File: src/rtl/noc_trace_buffer.sv
// rtl/noc_trace_buffer.sv - inline val/yum NoC tap with triggered circular trace capture (optional timestamps: NOC_TRACE_TIMESTAMP_EN)
module noc_trace_buffer #(
    parameter int DATA_WIDTH = 64,
    parameter int DEPTH      = 64,
    parameter int TS_WIDTH   = 16,
    parameter int OVF_WIDTH  = 16
) (
    input  logic                           clk,
    input  logic                           rst,
    input  logic [DATA_WIDTH-1:0]          din_msg,
    input  logic                           din_val,
    output logic                           din_yum,
    output logic [DATA_WIDTH-1:0]          dout_msg,
    output logic                           dout_val,
    input  logic                           dout_yum,
    input  logic                           cfg_arm,
    input  logic                           cfg_stop,
    input  logic                           cfg_wrap,
    input  logic [DATA_WIDTH-1:0]          trig_mask,
    input  logic [DATA_WIDTH-1:0]          trig_value,
    input  logic                           rd_en,
    output logic                           rd_val,
    output logic [DATA_WIDTH+TS_WIDTH-1:0] rd_data,
    output logic [1:0]                     state,
    output logic [$clog2(DEPTH):0]         cap_count,
    output logic [OVF_WIDTH-1:0]           ovf_count
);
    localparam int AW = $clog2(DEPTH);
    localparam int CW = AW + 1;
`ifdef NOC_TRACE_TIMESTAMP_EN
    localparam int MW = DATA_WIDTH + TS_WIDTH;
`else
    localparam int MW = DATA_WIDTH;
`endif

    typedef enum logic [1:0] {
        S_IDLE    = 2'd0,
        S_ARMED   = 2'd1,
        S_CAPTURE = 2'd2,
        S_DONE    = 2'd3
    } state_t;

    state_t          state_q, state_d;
    logic [AW-1:0]   wr_ptr, rd_ptr;
    logic [MW-1:0]   mem [DEPTH];
    logic [MW-1:0]   wr_entry;
    logic            transfer, trig_hit, full, arm_go, wr_go, rd_go, last_fill;

    // The link itself is never touched by the capture engine
    assign dout_msg = din_msg;
    assign dout_val = din_val;
    assign din_yum  = dout_yum;
    assign state    = state_q;

    assign transfer  = din_val & dout_yum;
    assign trig_hit  = ((din_msg & trig_mask) == (trig_value & trig_mask));
    assign full      = (cap_count == CW'(DEPTH));
    assign arm_go    = cfg_arm & ((state_q == S_IDLE) | (state_q == S_DONE));
    // Stop beats the trigger in ARMED; in CAPTURE the stop-cycle flit is kept.
    // A full buffer with wrap off never accepts another write.
    assign wr_go     = transfer & (((state_q == S_ARMED) & trig_hit & ~cfg_stop) |
                                   ((state_q == S_CAPTURE) & ~(full & ~cfg_wrap)));
    assign last_fill = wr_go & ~cfg_wrap & (cap_count == CW'(DEPTH - 1));
    assign rd_go     = rd_en & (state_q == S_DONE) & (cap_count != '0) & ~cfg_arm;

`ifdef NOC_TRACE_TIMESTAMP_EN
    logic [TS_WIDTH-1:0] ts_q;

    // Free-running timestamp, wraps naturally
    always_ff @(posedge clk or posedge rst) begin
        if (rst) ts_q <= '0;
        else     ts_q <= ts_q + TS_WIDTH'(1);
    end

    assign wr_entry = {ts_q, din_msg};
`else
    assign wr_entry = din_msg;
`endif

    // State register
    always_ff @(posedge clk or posedge rst) begin
        if (rst) state_q <= S_IDLE;
        else     state_q <= state_d;
    end

    // Next-state decode
    always_comb begin
        state_d = state_q;
        case (state_q)
            S_IDLE:    if (cfg_arm) state_d = S_ARMED;
            S_ARMED: begin
                if (cfg_stop)   state_d = S_DONE;
                else if (wr_go) state_d = last_fill ? S_DONE : S_CAPTURE;
            end
            S_CAPTURE: if (cfg_stop || last_fill || (full && !cfg_wrap)) state_d = S_DONE;
            S_DONE:    if (cfg_arm) state_d = S_ARMED;
            default:   state_d = S_IDLE;
        endcase
    end

    // Trace RAM write port; contents deliberately not reset
    always_ff @(posedge clk) begin
        if (wr_go) mem[wr_ptr] <= wr_entry;
    end

    // Pointers, occupancy, overwrite count and readout register
    always_ff @(posedge clk or posedge rst) begin
        if (rst) begin
            wr_ptr    <= '0;
            rd_ptr    <= '0;
            cap_count <= '0;
            ovf_count <= '0;
            rd_val    <= 1'b0;
            rd_data   <= '0;
        end else if (arm_go) begin
            wr_ptr    <= '0;
            rd_ptr    <= '0;
            cap_count <= '0;
            ovf_count <= '0;
            rd_val    <= 1'b0;
        end else begin
            rd_val <= rd_go;
            if (wr_go) begin
                wr_ptr <= wr_ptr + AW'(1);
                if (full) begin
                    rd_ptr <= rd_ptr + AW'(1);
                    if (ovf_count != '1) ovf_count <= ovf_count + OVF_WIDTH'(1);
                end else begin
                    cap_count <= cap_count + CW'(1);
                end
            end else if (rd_go) begin
                rd_ptr    <= rd_ptr + AW'(1);
                cap_count <= cap_count - CW'(1);
`ifdef NOC_TRACE_TIMESTAMP_EN
                rd_data   <= mem[rd_ptr];
`else
                rd_data   <= {{TS_WIDTH{1'b0}}, mem[rd_ptr]};
`endif
            end
        end
    end
endmodule

File: config.mk
export PLATFORM = sky130hd
export DESIGN_NAME = noc_trace_buffer
export DESIGN_NICKNAME = d
export VERILOG_FILES = /design/src/rtl/noc_trace_buffer.sv
export SDC_FILE = /design/constraint.sdc
export NUM_CORES = 2
export LEC_CHECK = 0
export ABC_CLOCK_PERIOD_IN_PS = 9250
export BUFFER_PORTS_ARGS = -buffer_cell sky130_fd_sc_hd__buf_2
export CORE_ASPECT_RATIO = 1.2
export CORE_MARGIN = 2
export CORE_UTILIZATION = 62
export CTS_CLUSTER_SIZE = 24
export DETAILED_ROUTE_END_ITERATION = 12
export PLACE_DENSITY = 0.77
export RECOVER_POWER = 100
export SYNTH_ARGS = -nofsm -noshare
export SYNTH_HDL_FRONTEND = slang
export SYNTH_SLANG_ARGS = --single-unit
export TNS_END_PERCENT = 50
File: constraint.sdc
create_clock -name clk -period 9.25 [get_ports clk]
set_input_delay 0.925 -clock clk [delete_from_list [all_inputs] [get_ports clk]]
set_output_delay 0.925 -clock clk [all_outputs]
set_load 0.03 [all_outputs]
==> out/summary.txt <==
Cell taking the most area after synthesis -> edfxtp_1
Status -> complete, but fails checks
Dpl cells -> 10200
Power density cells -> 271 nW/µm²
Hold path depth -> 2
Syn Inst Count -> 6574
Crit end category -> flip-flop
Clock slew at reported path FFs -> 0.06 ns
Input/output buffers -> 355
Multi-input logic area -> 33900 µm²
Row count -> 205
Non-Filler Instances -> 10900
Die width -> 470 µm
Post-route setup TNS -> 0 ns
GRT Resource Usage Total -> 36.7%
Post-Syn Area -> 161000 µm²
Mean number of vias per cell -> 7.33
Final worst-path cycle share -> 83.4%
Fin crit period -> 7.72 ns
Num Clock Sinks -> 4198
#FFs+latches synth -> 4198
Flop-to-flop setup slack -> 3.35 ns
CTS tree -> yes
Total gr overflow -> 0
Register Area -> 126000 µm²
Initial antenna violation count -> 43
F_max -> 130 MHz
Layout cell share with drive strength beyond 1 -> 30.3%
RSZ-0062 raised after global routing -> false
Clock Skew -> 0.0540 ns
Peak supply drop -> 0.000295 V
Antenna Nets Post-Route -> 0
Filler Cell Count -> 14300
Endpoints failing setup -> 0
Setup CP Type -> input pin to flip-flop
Hold WS -> 0.373 ns
Die area -> 264000 µm²
CTS buffer count -> 385
Clk buf depth -> 4
Yosys top cell area share -> 76.3%
Wirelength, routed -> 480000 µm
Worst Max-Slew Pin Slew -> 3.90 ns
Synth Area per Inst -> 24.5 µm²
Vias in the first global route -> 81600
Post-synth EDFFs -> 4096
Detailed-route wire length per cell -> 43.9 µm
Min-Delay Path Class -> input pin to flip-flop
Static Leakage -> 55.3 nW
Area Growth Syn to Fin -> 11.5%
Final Hold Vio Count -> 0
Distinct cells, synth -> 52
Worst Path Max Fanout -> 42
Violated checks -> max-capacitance violations, max-slew violations
Ys Warns -> 0
Reg2reg end -> cap_count[2]
Pin count of the biggest net entering global routing -> 150
Core Area -> 259000 µm²
CP Launch Type -> input pin
Max-cap violations -> 104
Post-CTS setup buffer count -> 0
Pre-antenna DRT Iters -> 7
Final GP Congestion -> 0.882
Placed cell area -> 168000 µm²
Hold_sp -> cfg_arm
First-pass GRT wire length -> 662000 µm
DRC Markers -> 0
Clk_lat worst skew -> 0.94 ns
R2R cell count -> 11
Post-DP HPWL -> 257000 µm
CTS H-Tree Depth -> 5
I/O pin count -> 372
Fin nets -> 7379
Post-synthesis sequential area ratio -> 77.8%
Max-slew violation count -> 4674
Worst R2R Start -> state[1]
Initial core utilization -> 62.2%
Area contributors post-synth -> edfxtp_1, mux4_2, dfrtp_1
Vias post-DR -> 80100
Req. time, crit path -> 10.02 ns
Ys async rst share -> 2.43%
Worst Path Arrival -> 8.49 ns
Iter 0 DRT Violations -> 14200
# resized after CTS -> 0
Max-slew headroom -> -160%
CTS Hold Bufs -> 1
Die Height -> 563 µm
Root Buffer -> clkbuf_16
WHS Endpoint -> rd_val
Ys flop type -> edfxtp_1
Design area -> 180000 µm²
[cell families after synthesis]
| group | Yosys count | share of synthesized area [%] |
|---|---|---|
| compound gates | 97 | 0.403 |
| buf+inv | 435 | 1.31 |
| xor+xnor | 70 | 0.380 |
| mux | 1356 | 18.8 |
| flops | 4198 | 77.8 |
| simple gates | 404 | 1.11 |
| other cells | 1 | 0.00233 |
| fa+ha+maj | 13 | 0.106 |
[per-layer routing]
metal | global-route usage [%] | wire (µm) | vias to the layer above
li1 | - | - | 29400
met1 | 46.6 | 146000 | 41800
met2 | 58.4 | 234000 | 7400
met3 | 7.38 | 60400 | 1427
met4 | 24.3 | 38700 | 36
met5 | 0.881 | 587 | -
[worst max path at each step]
| stage | from | to | slack (ns) | depth (start not counted) |
|---|---|---|---|---|
| CTS | din_msg[36] | mem[10][39] | 2.75 | 12 |
| detailed placement | din_msg[36] | mem[10][30] | 1.93 | 12 |
| global route | din_msg[12] | mem[37][48] | 1.34 | 12 |
| floorplan | din_msg[9] | mem[32][0] | 0.07 | 9 |
| finish | din_msg[35] | cap_count[2] | 1.53 | 11 |
| global placement | din_msg[36] | mem[10][26] | 1.88 | 12 |
[synthesized netlist by cell type, drive strengths merged (11+ instances only)]
library cell and n:
mux4 1344, nand2 220, edfxtp 4096, inv 15, clkbuf 198, a21oi 22, nor2 69, buf 222
nand4 19, nand2b 12, nor4 11, xor2 67, ha 12, a22oi 33, nand3 24, nor3 14
o21ai 17, dfrtp 102
[sequential cells by signal, indices dropped and copies added, names as in the netlist]
name,cells
cap_count,7
rd_ptr,6
ovf_count,16
wr_ptr,6
rd_val,1
rd_data,64
mem,4096
state,2
[critical path: stages]
cell and delay [ns]:
buf_2 0.08, clkbuf_1 1.89, xor2_1 0.23, a22o_1 0.64, a221oi_1 0.13, and3_1 0.32
and4_1 0.36, nor2_1 1.27, clkbuf_1 1.61, nor2_1 0.38, o41ai_1 0.51
[layout make-up]
cell class	count	area share [%]
diodes	23	0.0320
repair buffers	610	1.96
clock buffers	469	5.67
clock inverters	233	1.23
well taps	3415	2.38
inverters	15	0.0320
flip-flops and latches	4198	69.8
multi-input cells	1956	18.9
[cell usage in the layout (no fill, tap or decap), types with 72 or more instances in the layout]
cell type / n
mux4_2: 1344
clkinv_2: 72
edfxtp_1: 4096
nand2_1: 220
clkbuf_16: 391
buf_2: 153
dfrtp_1: 96
clkinv_1: 75
buf_4: 95
clkbuf_1: 362
[metrics by stage]
stage                     power (mW)  setup slack, ns  utilization [%]
after floorplan                 28.9           0.0698                -
after global placement          32.6             1.88             64.9
after detailed placement        32.7             1.93             64.9
after CTS                       48.8             2.75             69.7
after global routing            49.7             1.34             69.3
final                           48.7             1.53             69.3
[power breakdown]
| part | total [mW] | switching (mW) | leakage (nW) | internal, mW |
|---|---|---|---|---|
| sequential | 21.4 | 0.293 | 38.1 | 21.1 |
| clock | 16.1 | 7.20 | 6.04 | 8.86 |
| combinational | 11.3 | 6.39 | 11.1 | 4.95 |
| total | 48.7 | 13.9 | 55.3 | 34.9 |
(Power assumes the default switching activity.)
